## config.mk

```make
export PLATFORM = sky130hd
export DESIGN_NAME = cdb_arbiter_flat
export DESIGN_NICKNAME = d
export VERILOG_FILES = /design/src/rtl/cdb_pkg.sv /design/src/rtl/cdb_arbiter_if.sv /design/src/rtl/cdb_src_fifo.sv /design/src/rtl/cdb_arbiter.sv /design/src/flat_wrapper.sv
export SDC_FILE = /design/constraint.sdc
export NUM_CORES = 1
export LEC_CHECK = 0
export ABC_CLOCK_PERIOD_IN_PS = 8600
export BUFFER_PORTS_ARGS = -buffer_cell sky130_fd_sc_hd__buf_2
export CORE_MARGIN = 10
export CORE_UTILIZATION = 40
export CTS_CLUSTER_DIAMETER = 150
export DETAILED_ROUTE_END_ITERATION = 10
export SLEW_MARGIN = 20
export SYNTH_ARGS = -nofsm -noshare
export SYNTH_HDL_FRONTEND = slang
export SYNTH_HIERARCHICAL = 1
export SYNTH_SLANG_ARGS = --single-unit
```

## constraint.sdc

```tcl
create_clock -name clk -period 8.6 [get_ports clk]
set_clock_uncertainty 0.1 [all_clocks]
set_input_delay 0.86 -clock clk [delete_from_list [all_inputs] [get_ports clk]]
set_output_delay 0.86 -clock clk [all_outputs]
set_load 0.01 [all_outputs]
```

## src/rtl/cdb_pkg.sv

```systemverilog
// Shared defaults and source identifiers for the common data bus arbiter.
package cdb_pkg;

  localparam int DEF_N_SRC  = 3;
  localparam int DEF_TAG_W  = 4;
  localparam int DEF_DATA_W = 32;
  localparam int DEF_DEPTH  = 2;

  // Fixed producer slots on the bus; the index doubles as the FIFO number.
  typedef enum logic [1:0] {
    SRC_ALU = 2'd0,
    SRC_LSB = 2'd1,
    SRC_BR  = 2'd2
  } src_id_e;

endpackage

```

## src/rtl/cdb_arbiter_if.sv

```systemverilog
// Producer-to-arbiter request bundle plus the registered broadcast slot.
interface cdb_arbiter_if import cdb_pkg::*; #(
  parameter int N_SRC  = DEF_N_SRC,
  parameter int TAG_W  = DEF_TAG_W,
  parameter int DATA_W = DEF_DATA_W
);

  localparam int SRC_W = $clog2(N_SRC);

  logic [N_SRC-1:0]        req_valid;
  logic [N_SRC*TAG_W-1:0]  req_tag;
  logic [N_SRC*DATA_W-1:0] req_value;
  logic [N_SRC-1:0]        req_ready;
  logic                    out_valid;
  logic [TAG_W-1:0]        out_tag;
  logic [DATA_W-1:0]       out_value;
  logic [SRC_W-1:0]        out_src;

  // Producers and bus consumers.
  modport master (
    output req_valid, req_tag, req_value,
    input  req_ready, out_valid, out_tag, out_value, out_src
  );

  // The arbiter itself.
  modport slave (
    input  req_valid, req_tag, req_value,
    output req_ready, out_valid, out_tag, out_value, out_src
  );

endinterface

```

## src/rtl/cdb_src_fifo.sv

```systemverilog
// Small per-producer result FIFO with a synchronous clear and a global enable.
// Callers never push when full nor pop when empty; count is exported so the
// caller can derive both conditions from registered state.
module cdb_src_fifo import cdb_pkg::*; #(
  parameter int DEPTH = DEF_DEPTH,
  parameter int WIDTH = DEF_TAG_W + DEF_DATA_W
) (
  input  logic                       clk,
  input  logic                       rst,
  input  logic                       en,
  input  logic                       clear,
  input  logic                       push,
  input  logic                       pop,
  input  logic [WIDTH-1:0]           din,
  output logic [$clog2(DEPTH+1)-1:0] count,
  output logic [WIDTH-1:0]           head
);

  localparam int PTR_W = $clog2(DEPTH);
  localparam int CNT_W = $clog2(DEPTH+1);

  logic [WIDTH-1:0] mem [DEPTH];
  logic [PTR_W-1:0] wr_ptr;
  logic [PTR_W-1:0] rd_ptr;

  // Pointer and occupancy bookkeeping; clear wins over any same-cycle push/pop.
  always_ff @(posedge clk or posedge rst) begin
    if (rst) begin
      wr_ptr <= '0;
      rd_ptr <= '0;
      count  <= '0;
    end else if (en) begin
      if (clear) begin
        wr_ptr <= '0;
        rd_ptr <= '0;
        count  <= '0;
      end else begin
        if (push) wr_ptr <= wr_ptr + PTR_W'(1);
        if (pop)  rd_ptr <= rd_ptr + PTR_W'(1);
        unique case ({push, pop})
          2'b10:   count <= count + CNT_W'(1);
          2'b01:   count <= count - CNT_W'(1);
          default: count <= count;
        endcase
      end
    end
  end

  // Storage array; contents beyond the pointers are don't-care so no reset.
  always_ff @(posedge clk) begin
    if (en && !clear && push) mem[wr_ptr] <= din;
  end

  assign head = mem[rd_ptr];

endmodule

```

## src/rtl/cdb_arbiter.sv

```systemverilog
// Common data bus arbiter: one FIFO per result producer, a round-robin pick
// of the first non-empty FIFO starting at rr_ptr, and a registered broadcast
// slot. A pushed entry is never visible to the scheduler on the same edge.
module cdb_arbiter import cdb_pkg::*; #(
  parameter int N_SRC  = DEF_N_SRC,
  parameter int TAG_W  = DEF_TAG_W,
  parameter int DATA_W = DEF_DATA_W,
  parameter int DEPTH  = DEF_DEPTH
) (
  input  logic         clk,
  input  logic         rst,
  input  logic         rdy,
  input  logic         flush,
  cdb_arbiter_if.slave bus
);

  localparam int SRC_W = $clog2(N_SRC);
  localparam int ENT_W = TAG_W + DATA_W;
  localparam int CNT_W = $clog2(DEPTH+1);

  logic [CNT_W-1:0]  fifo_count [N_SRC];
  logic [ENT_W-1:0]  fifo_head  [N_SRC];
  logic [SRC_W-1:0]  scan_idx   [N_SRC];
  logic [N_SRC-1:0]  fifo_ready;
  logic [N_SRC-1:0]  not_empty;
  logic [N_SRC-1:0]  push;
  logic [N_SRC-1:0]  pop;

  logic [SRC_W-1:0]  rr_ptr;
  logic [SRC_W-1:0]  win_idx;
  logic [SRC_W-1:0]  next_ptr;
  logic              win_found;
  logic [ENT_W-1:0]  win_entry;

  logic              out_valid_q;
  logic [TAG_W-1:0]  out_tag_q;
  logic [DATA_W-1:0] out_value_q;
  logic [SRC_W-1:0]  out_src_q;

  for (genvar i = 0; i < N_SRC; i++) begin : g_src
    // Ready comes from the registered count only, so a full FIFO that is
    // popped this cycle still refuses the push.
    assign fifo_ready[i] = (fifo_count[i] != CNT_W'(DEPTH));
    assign not_empty[i]  = (fifo_count[i] != '0);
    assign push[i]       = bus.req_valid[i] & fifo_ready[i];
    assign pop[i]        = win_found & (win_idx == SRC_W'(i));
    assign scan_idx[i]   = SRC_W'((int'(rr_ptr) + i) % N_SRC);

    cdb_src_fifo #(
      .DEPTH (DEPTH),
      .WIDTH (ENT_W)
    ) u_fifo (
      .clk   (clk),
      .rst   (rst),
      .en    (rdy),
      .clear (flush),
      .push  (push[i]),
      .pop   (pop[i]),
      .din   ({bus.req_tag[i*TAG_W +: TAG_W], bus.req_value[i*DATA_W +: DATA_W]}),
      .count (fifo_count[i]),
      .head  (fifo_head[i])
    );
  end

  // Round-robin pick: scan from the far end so the slot nearest rr_ptr wins.
  always_comb begin
    win_found = 1'b0;
    win_idx   = '0;
    for (int k = N_SRC-1; k >= 0; k--) begin
      if (not_empty[scan_idx[k]]) begin
        win_found = 1'b1;
        win_idx   = scan_idx[k];
      end
    end
  end

  assign win_entry = fifo_head[win_idx];
  assign next_ptr  = (win_idx == SRC_W'(N_SRC-1)) ? '0 : win_idx + SRC_W'(1);

  // Broadcast slot and round-robin pointer; rdy low freezes everything.
  always_ff @(posedge clk or posedge rst) begin
    if (rst) begin
      out_valid_q <= 1'b0;
      out_tag_q   <= '0;
      out_value_q <= '0;
      out_src_q   <= '0;
      rr_ptr      <= '0;
    end else if (rdy) begin
      if (flush) begin
        out_valid_q <= 1'b0;
        rr_ptr      <= '0;
      end else if (win_found) begin
        out_valid_q <= 1'b1;
        out_tag_q   <= win_entry[ENT_W-1 -: TAG_W];
        out_value_q <= win_entry[DATA_W-1:0];
        out_src_q   <= win_idx;
        rr_ptr      <= next_ptr;
      end else begin
        out_valid_q <= 1'b0;
      end
    end
  end

  assign bus.req_ready = fifo_ready;
  assign bus.out_valid = out_valid_q;
  assign bus.out_tag   = out_tag_q;
  assign bus.out_value = out_value_q;
  assign bus.out_src   = out_src_q;

endmodule

```

## src/flat_wrapper.sv

```systemverilog
// flat-port wrapper written by rule: the top's interface ports become plain ports
module cdb_arbiter_flat import cdb_pkg::*;
#(
  parameter int N_SRC  = DEF_N_SRC,
  parameter int TAG_W  = DEF_TAG_W,
  parameter int DATA_W = DEF_DATA_W,
  parameter int DEPTH  = DEF_DEPTH
)
  (clk, rst, rdy, flush, bus_req_valid, bus_req_tag, bus_req_value, bus_req_ready, bus_out_valid, bus_out_tag, bus_out_value, bus_out_src);
  cdb_arbiter_if #(.N_SRC(N_SRC), .TAG_W(TAG_W), .DATA_W(DATA_W)) bus_i ();
  input  logic clk;
  input  logic rst;
  input  logic rdy;
  input  logic flush;
  input wire logic [$bits(bus_i.req_valid)-1:0] bus_req_valid;
  input wire logic [$bits(bus_i.req_tag)-1:0] bus_req_tag;
  input wire logic [$bits(bus_i.req_value)-1:0] bus_req_value;
  output wire logic [$bits(bus_i.req_ready)-1:0] bus_req_ready;
  output wire logic [$bits(bus_i.out_valid)-1:0] bus_out_valid;
  output wire logic [$bits(bus_i.out_tag)-1:0] bus_out_tag;
  output wire logic [$bits(bus_i.out_value)-1:0] bus_out_value;
  output wire logic [$bits(bus_i.out_src)-1:0] bus_out_src;
  assign bus_i.req_valid = bus_req_valid;
  assign bus_i.req_tag = bus_req_tag;
  assign bus_i.req_value = bus_req_value;
  assign bus_req_ready = bus_i.req_ready;
  assign bus_out_valid = bus_i.out_valid;
  assign bus_out_tag = bus_i.out_tag;
  assign bus_out_value = bus_i.out_value;
  assign bus_out_src = bus_i.out_src;
  cdb_arbiter #(.N_SRC(N_SRC), .TAG_W(TAG_W), .DATA_W(DATA_W), .DEPTH(DEPTH)) u_core (.clk(clk), .rst(rst), .rdy(rdy), .flush(flush), .bus(bus_i));
endmodule
```

==> results of run 1 <==
[Yosys cell counts, types with 8 or more instances]
library cell / count
buf_2: 15
dfrtp_1: 53
a211oi_1: 8
nor2_1: 40
edfxtp_1: 216
o21ai_1: 9
inv_1: 11
nand2b_1: 9
mux2_4: 54
nand2_1: 50
o21ai_0: 11
a211oi_2: 29
clkbuf_1: 8
o31ai_2: 29
buf_6: 10
mux2_2: 54
o21a_1: 36
[cells in the final DEF, fill, tap and decap left out, types with 8 or more instances in the layout]
master     netlist  final
inv_1           11     10
clkbuf_16        0     29
mux2_2          54     54
buf_2           15    156
a211oi_1         8      8
nor2_1          40     37
edfxtp_1       216    216
nand2_1         50     50
dfrtp_1         53     50
o21a_1          36     36
o21ai_1          9      9
a211oi_2        29     29
nand2b_1         9      9
o31ai_2         29     29
mux2_4          54     54
o21ai_0         11     11
[metal layers]
metal	vias up	share of wire [%]	routed length (microns)	global-route usage (%)
met2	158	45	11900	21.1
met4	10	1.9	496	3.79
li1	3032	-	-	-
met5	-	0.30	79	0
met3	45	6.8	1810	3.93
met1	3144	46	12400	20.5
[power by group]
group	switching (mW)	internal, mW
combinational	0.935	0.700
sequential	0.215	1.57
clock	0.490	0.715
total	1.64	2.99
[stage by stage]
| stage | setup WS (ps) | cells | area [sq um] | utilization [%] |
|---|---|---|---|---|
| 6_report | 5320 | 1278 | 13700 | 47.7 |
| 5_1_grt | 5140 | 1275 | 13700 | 47.6 |
| 3_5_place_dp | 5390 | 1217 | 12700 | 44.3 |
| 4_1_cts | 5350 | 1270 | 13600 | 47.5 |
| 2_1_floorplan | 5380 | 707 | 11600 | - |
| 3_3_place_gp | 5350 | 1215 | 12700 | 44.1 |
[final timing paths]
kind | slack, ps | endpoint | depth (start not counted) | start
setup / recovery | 5320 | u_core/g_src[2].u_fifo/count[1]$_DFFE_PP0P_ | 9 | u_core/rr_ptr[0]$_DFFE_PP0P_
hold / removal | 170 | u_core/g_src[0].u_fifo/count[1]$_DFFE_PP0P_ | 2 | rst
setup reg to reg | 5320 | u_core/g_src[2].u_fifo/count[1]$_DFFE_PP0P_ | 9 | u_core/rr_ptr[0]$_DFFE_PP0P_
hold reg to reg | 390 | u_core/bus.out_src[1]$_DFFE_PP0P_ | 2 | u_core/bus.out_src[1]$_DFFE_PP0P_
max in group asynchronous | 7600 | u_core/bus.out_value[7]$_DFFE_PP0P_ | 3 | rst
min in group clk | 390 | u_core/bus.out_src[1]$_DFFE_PP0P_ | 2 | u_core/bus.out_src[1]$_DFFE_PP0P_
[area by class of cell]
cell class	count	area share, %
antenna	7	0.128
tap	384	3.51
timing repair buffer	164	6.53
clock buffer	36	5.57
multi-input combinational	388	25.5
clock inverter	17	1.20
sequential	269	57.1
inverter	13	0.412
[registers in the layout, indices dropped and copies added (netlist names)]
| signal | cells |
|---|---|
| u_core/g_src.u_fifo/mem | 216 |
| u_core/bus.out_value | 32 |
| u_core/g_src.u_fifo/count | 6 |
| u_core/bus.out_tag | 4 |
| u_core/g_src.u_fifo/rd_ptr | 3 |
| u_core/g_src.u_fifo/wr_ptr | 3 |
| u_core/bus.out_src | 2 |
| u_core/rr_ptr | 2 |
| u_core/bus.out_valid | 1 |
[cells by family after synthesis]
| family | synth area share (%) |
|---|---|
| AOI/OAI and AO/OA | 11.9 |
| xor gates and xnor gates | 0.226 |
| adders and majority gates | 0.216 |
| buffers and inverters | 2.94 |
| DFF | 67.3 |
| muxes | 12.2 |
| and+or+nand+nor | 5.22 |
==> results, run 1 <==
- The worst path needs 3280 ps of the cycle, external delays included.
- Adding up every negative setup slack in the final design gives 0 ps.
- The count of yosys warnings during synthesis is 6.
- The share of the yosys chip area belonging to registers is 67.3%.
- Yosys attributes the largest share of cell area to edfxtp_1 56%, dfrtp_1 11%, mux2_4 7.0%.
- The average detailed-routed wire length per instance is 20.9 microns.
- In the final design database the tool counted 982 nets.
- The relative slew slack is 26.4%.
- The leakage power summed over all cells is 5.09 nW.
- The vias after detailed routing is 6389.
- The number of antenna violations at the first check in global routing is 12.
- The area growth from synthesis to layout is 17.8%.
- The run finished with clean final reports.
- The number of hold-slack violations in the final timing report is 0.
- The maximum fanout count along the critical path is 41.
- For this design the ratio of total power to cell area is 338 mW/mm^2.
- For this run, design rule violations remaining after detail routing come to 0.
- The residual antenna-violating net count after detailed routing is 0.
- The synthesized cell area is 0.0116 sq mm.
- The power consumption is 4.63 mW.
- The worst hold slack is 169 ps.
- The number of I/O pins is 157.
- The number of hold-repair buffers added at the cts stage is 0.
- The pin count of the biggest net entering global routing is 62.
- The post-CTS clock slew at the launch and capture registers of the worst setup and hold paths is 60 ps.
- The post-synthesis cell type with the largest combined area is edfxtp_1.
- Summing all multi-input logic gate instances after layout gives 0.00349 sq mm.
- The TritonCTS clock tree is yes.
- The cell sitting at the root of the clock tree is a clkbuf_16.
- In this design, the stage delay of the slowest critical-path cell is 800 ps.
- Port buffering added 156 buffers.
- The detailed router finished its first iteration with 454 violations.
- The via density per instance is 5.00.
- IR analysis of the VDD net gives a maximum drop of 0.000211 V.
- After filler insertion, the fill cell instance count of the layout stands at 2532.
- The standard cell core area is 0.0287 sq mm.
- Counting every instance in the synthesized netlist gives 707.
- The area taken by flip-flops and latches is 0.00782 sq mm.
- The area enclosed by the die boundary is 0.0362 sq mm.
- The highest-delay cell along the critical path is inv_2.
- The clock passes through at most 3 buffers.
- Yosys mapped a number of flops with a built-in enable equal to 216.
- The highest attainable clock frequency is 0.305 GHz.
- Yosys mapped the design onto 45 distinct sky130hd cell types.
- The total overflow left after global routing is 0.
- The worst min-delay path category is in2async.
- The last weighted congestion value of the routability-driven placer is 0.802.
- Synthesis inferred 269 register bits.
- The wire-length estimate of the detail-placed layout is 18600 microns.
- The critical path goes through inv_1 -> ha_1 -> nor3b_2 -> o2111ai_4 -> buf_4 -> inv_2 -> and3b_1 -> o211ai_1 -> o311ai_1.
- The cell family with the largest share of critical-path delay is buffers and inverters.
- The combined global-route utilization of all metal layers is 14.3%.
- The number of pins exceeding their max-slew limit in the final report came to 0.
- The total clock buffers created by CTS is 29.
- Counting both buffers and inverters, the worst setup path holds a total of 3.
- The data required time at the worst endpoint is 8900 ps.
- Counting every net in the synthesized netlist gives 824.
- Of the post-synthesis cell area, the dominant cell type holds 55.9%.
- In this run, post-CTS repair resized a total of 0 instances.
- The die width is 190 microns.
- Setup violations remaining at the end of the flow were counted as 0.
- The global-route wire length before repair is 40600 microns.
- The type of element capturing the critical path is a register.
- The measured slew at the worst slew-check pin is 1100 ps.
- The CTS sink count is 269.
- The kind of start point of the critical path is a register.
- Among all flip-flop cells after synthesis, the most frequent one is edfxtp_1.
- The worst endpoint data arrival time is 3580 ps.
- The pre-antenna-repair detailed-routing pass consisted of 5 iterations.
- The starting density of the core is 40.4%.
- Averaged over all synthesized cells, the footprint is 16.4 sq um.
- The routed design has 26700 microns of wire.
- The standard-cell row count is 62.
- The share of layout cells above drive strength 1 is 44.1%.
- The post-route fraction of the period consumed by the critical path is 38.1%.
- The number of maximum-capacitance constraint violations is 0.
- The setup path with the least slack is of type reg2reg.
- The die is 190 microns tall.
- Once the clock tree was built, the setup fixing pass inserted 0 buffers.
- Counting flops with an async set or reset pin after synthesis yields a share of 19.7%.
- The via count of the first global-routing pass is 6644.
- Setup repair after global routing left no endpoint under its margin.
- The clock latency of the later-clocked register in the worst-skew pair is 540 ps.
- The depth of the CTS H-tree is 1.
(Power assumes the default switching activity.)
==> inputs of run 2 (changes only) <==
--- a/config.mk
+++ b/config.mk
@@ -5,7 +5,7 @@
 export SDC_FILE = /design/constraint.sdc
 export NUM_CORES = 1
 export LEC_CHECK = 0
-export ABC_CLOCK_PERIOD_IN_PS = 8600
+export ABC_CLOCK_PERIOD_IN_PS = 2700
 export BUFFER_PORTS_ARGS = -buffer_cell sky130_fd_sc_hd__buf_2
 export CORE_MARGIN = 10
 export CORE_UTILIZATION = 40
==> constraint.sdc (replaced) <==
create_clock -name clk -period 2.7 [get_ports clk]
set_clock_uncertainty 0.1 [all_clocks]
set_input_delay 0.27 -clock clk [delete_from_list [all_inputs] [get_ports clk]]
set_output_delay 0.27 -clock clk [all_outputs]
set_load 0.01 [all_outputs]
==> run 2 against run 1 <==
Critical path depth unchanged. Non-clock buffer count grew 138. Wire length up 4.6%. Largest cell class unchanged.
==> results, run 2 (same netlist as run 1, synthesis figures left out) <==
- The run finished with clean final reports.
- The average detailed-routed wire length per instance is 19.8 microns.
- The highest-delay cell along the critical path is ha_1.
- The die outline height is 190 microns.
- The share of layout cells above drive strength 1 is 40.8%.
- The kind of start point of the critical path is a register.
- Based on the critical path, the design can be clocked at up to 0.388 GHz.
- The met3 wire length is 1380 microns.
- The standard-cell row count is 62.
- The leakage power summed over all cells is 5.69 nW.
- The CTS root buffer is clkbuf_16.
- The routed wire length is 27900 microns.
- The congestion estimate from routability-driven global placement came to 0.790.
- The via count of the first global-routing pass is 7139.
- The number of pins exceeding their max-slew limit in the final report is 0.
- The met1 wire length is 14000 microns.
- The number of nets in the final layout is 1120.
- The number of flip-flops under the largest register name is 216.
- The top routing layer in use is met4.
- The area growth from synthesis to layout is 29.6%.
- For this run, the slowest stage of the critical path takes 410 ps.
- Dividing the final minimum period by the clock period gives 95.4%.
- Once detailed placement completed, the half-perimeter wirelength came to 19300 microns.
- The number of antenna violations at the first check in global routing is 1.
- The worst path in the final design needs a cycle of 2580 ps, including I/O delays and setup.
- In the routed design, unresolved DRC markers number 0.
- Using the TritonRoute via totals, the vias-per-cell ratio works out to 4.85.
- The combined global-route utilization of all metal layers is 14.9%.
- The total instance count after detailed placement is 1246.
- The remaining global-route overflow is 0.
- The CTS sink count is 269.
- The depth of the CTS H-tree is 1.
- Clock-pin slew was measured on the worst setup and hold paths at 60 ps.
- Power comes to 15.2 mW.
- The number of hold-slack violations in the final timing report was 0.
- The most common library cell in the layout ignoring fill and taps is edfxtp_1.
- The internal reg-to-reg setup slack is 120 ps.
- The maximum fanout count along the critical path is 32.
- More flip-flops sit in one register than any other, and that register is u_core/g_src.u_fifo/mem.
- The measured slew at the worst slew-check pin is 678 ps.
- Setup repair after global routing left no endpoint under its margin.
- Summed over all failing endpoints, the final setup total negative slack is 0 ps.
- The power density of the placed cells is 1010 mW/mm^2.
- The data required time at the worst endpoint is 3000 ps.
- The tool flagged a number of max-cap violations equal to 0.
- Across the VDD grid, the largest voltage drop is 0.000516 V.
- Port buffering added 156 buffers.
- In this run the tightest slew margin relative to its limit is 54.7%.
- The worst hold path belongs to the class in2reg.
- The residual antenna-violating net count after detailed routing is 0.
- Summing over every cut layer, the via total after detailed routing is 6846.
- The global-route wire length before repair is 42500 microns.
- In the layout the commonest cells are 216 x edfxtp_1, 156 x buf_2, 110 x dlygate4sd3_1.
- The maximum count of clock buffers along a single path is 3.
- Entering global routing, the biggest net connects 42 pins.
- The category of the most critical setup path is reg2reg.
- The routed length on met2 is 12000 microns.
- The area enclosed by the die boundary is 0.0362 sq mm.
- For the worst setup path, the data arrival time is 2870 ps.
- The type of element capturing the critical path is a register.
- The core region is 0.0287 sq mm.
- The clock latency of the later-clocked register in the worst-skew pair is 530 ps.
- Pin placement for this block handled 157 I/O pins.
- Setup violations remaining at the end of the flow were counted as 0.
- The starting density of the core is 40.4%.
- The TritonCTS clock tree is yes.
- The initial detailed-routing violation count is 450.
- The pre-antenna-repair detailed-routing pass consisted of 5 iterations.
- Counting the buffers created by CTS gives 29.
- Traced cell by cell, the critical path runs through inv_1 -> ha_1 -> nor3b_4 -> o22ai_4 -> or2_4 -> inv_8 -> and3b_1 -> o211ai_1 -> o311ai_1.
- The die width is 190 microns.
- The final standard cell count with taps included and fillers excluded is 1411.
-- run 2: cell types whose count changed in the layout (fill, tap and decap cells not counted), moves of 3 or more --
| cell | change |
|---|---|
| clkbuf_1 | +3 |
| clkinv_2 | -4 |
| diode_2 | -6 |
| buf_12 | +9 |
| clkbuf_8 | +3 |
| buf_4 | +21 |
| dlygate4sd3_1 | +110 |
| bufinv_16 | -3 |
-- run 2: area by class of cell --
cell class	instances	area [sq um]
antenna	1	2.50
clock buffer	43	840
clock inverter	11	67.6
fill	2366	13700
inverter	13	56.3
multi-input combinational	388	3500
sequential	269	7820
tap	384	480
timing repair buffer	302	2280
-- run 2: final timing paths --
path | startpoint | endpoint | depth (start not counted)
max reg2reg | u_core/rr_ptr[0]$_DFFE_PP0P_ | u_core/g_src[1].u_fifo/count[1]$_DFFE_PP0P_ | 9
min | rdy | u_core/bus.out_valid$_DFFE_PP0P_ | 3
max | u_core/rr_ptr[0]$_DFFE_PP0P_ | u_core/g_src[1].u_fifo/count[1]$_DFFE_PP0P_ | 9
max in group asynchronous | rst | u_core/bus.out_value[20]$_DFFE_PP0P_ | 4
min in group asynchronous | rst | u_core/g_src[1].u_fifo/wr_ptr$_DFFE_PP0P_ | 3
min reg2reg | u_core/bus.out_value[30]$_DFFE_PP0P_ | u_core/bus.out_value[30]$_DFFE_PP0P_ | 2
-- run 2: routing by layer --
metal	vias to the layer above	GRT usage, %
met5	-	0
met1	3356	22.6
met2	162	21.6
li1	3302	-
met4	0	3.79
met3	26	2.47
-- run 2: through the flow --
step           hold WS (ps)  instance area [sq um]  util (%)  setup WS (ps)
3_3_place_gp            140                  13000      45.4            186
3_5_place_dp            142                  13000      45.4            157
5_1_grt                82.6                  15000      52.4           10.3
6_report               58.2                  15000      52.4            125
4_1_cts                37.3                  15000      52.4            152
2_1_floorplan         -63.9                  11600         -            294
-- run 2: critical path: cells and delay by family, from the launching register on --
| family | cells | cell delay [ps] |
|---|---|---|
| simple gates | 3 | 830 |
| flops | 1 | 370 |
| compound gates | 3 | 440 |
| buf+inv | 2 | 260 |
| fa+ha+maj | 1 | 410 |
-- run 2: power breakdown --
part / switching [mW] / leakage, nW / internal, mW
Combinational: 3.39 / 2.62 / 2.68
Clock: 1.55 / 0.439 / 2.15
Sequential: 0.401 / 2.63 / 5.01
Total: 5.33 / 5.69 / 9.84
-- run 2: repair_timing --
action	CTS	global route
hold buffers	110	0
resized for setup	0	2
endpoints found under the hold margin	270	0
buffers inserted	0	0
endpoints found under the setup margin	0	1
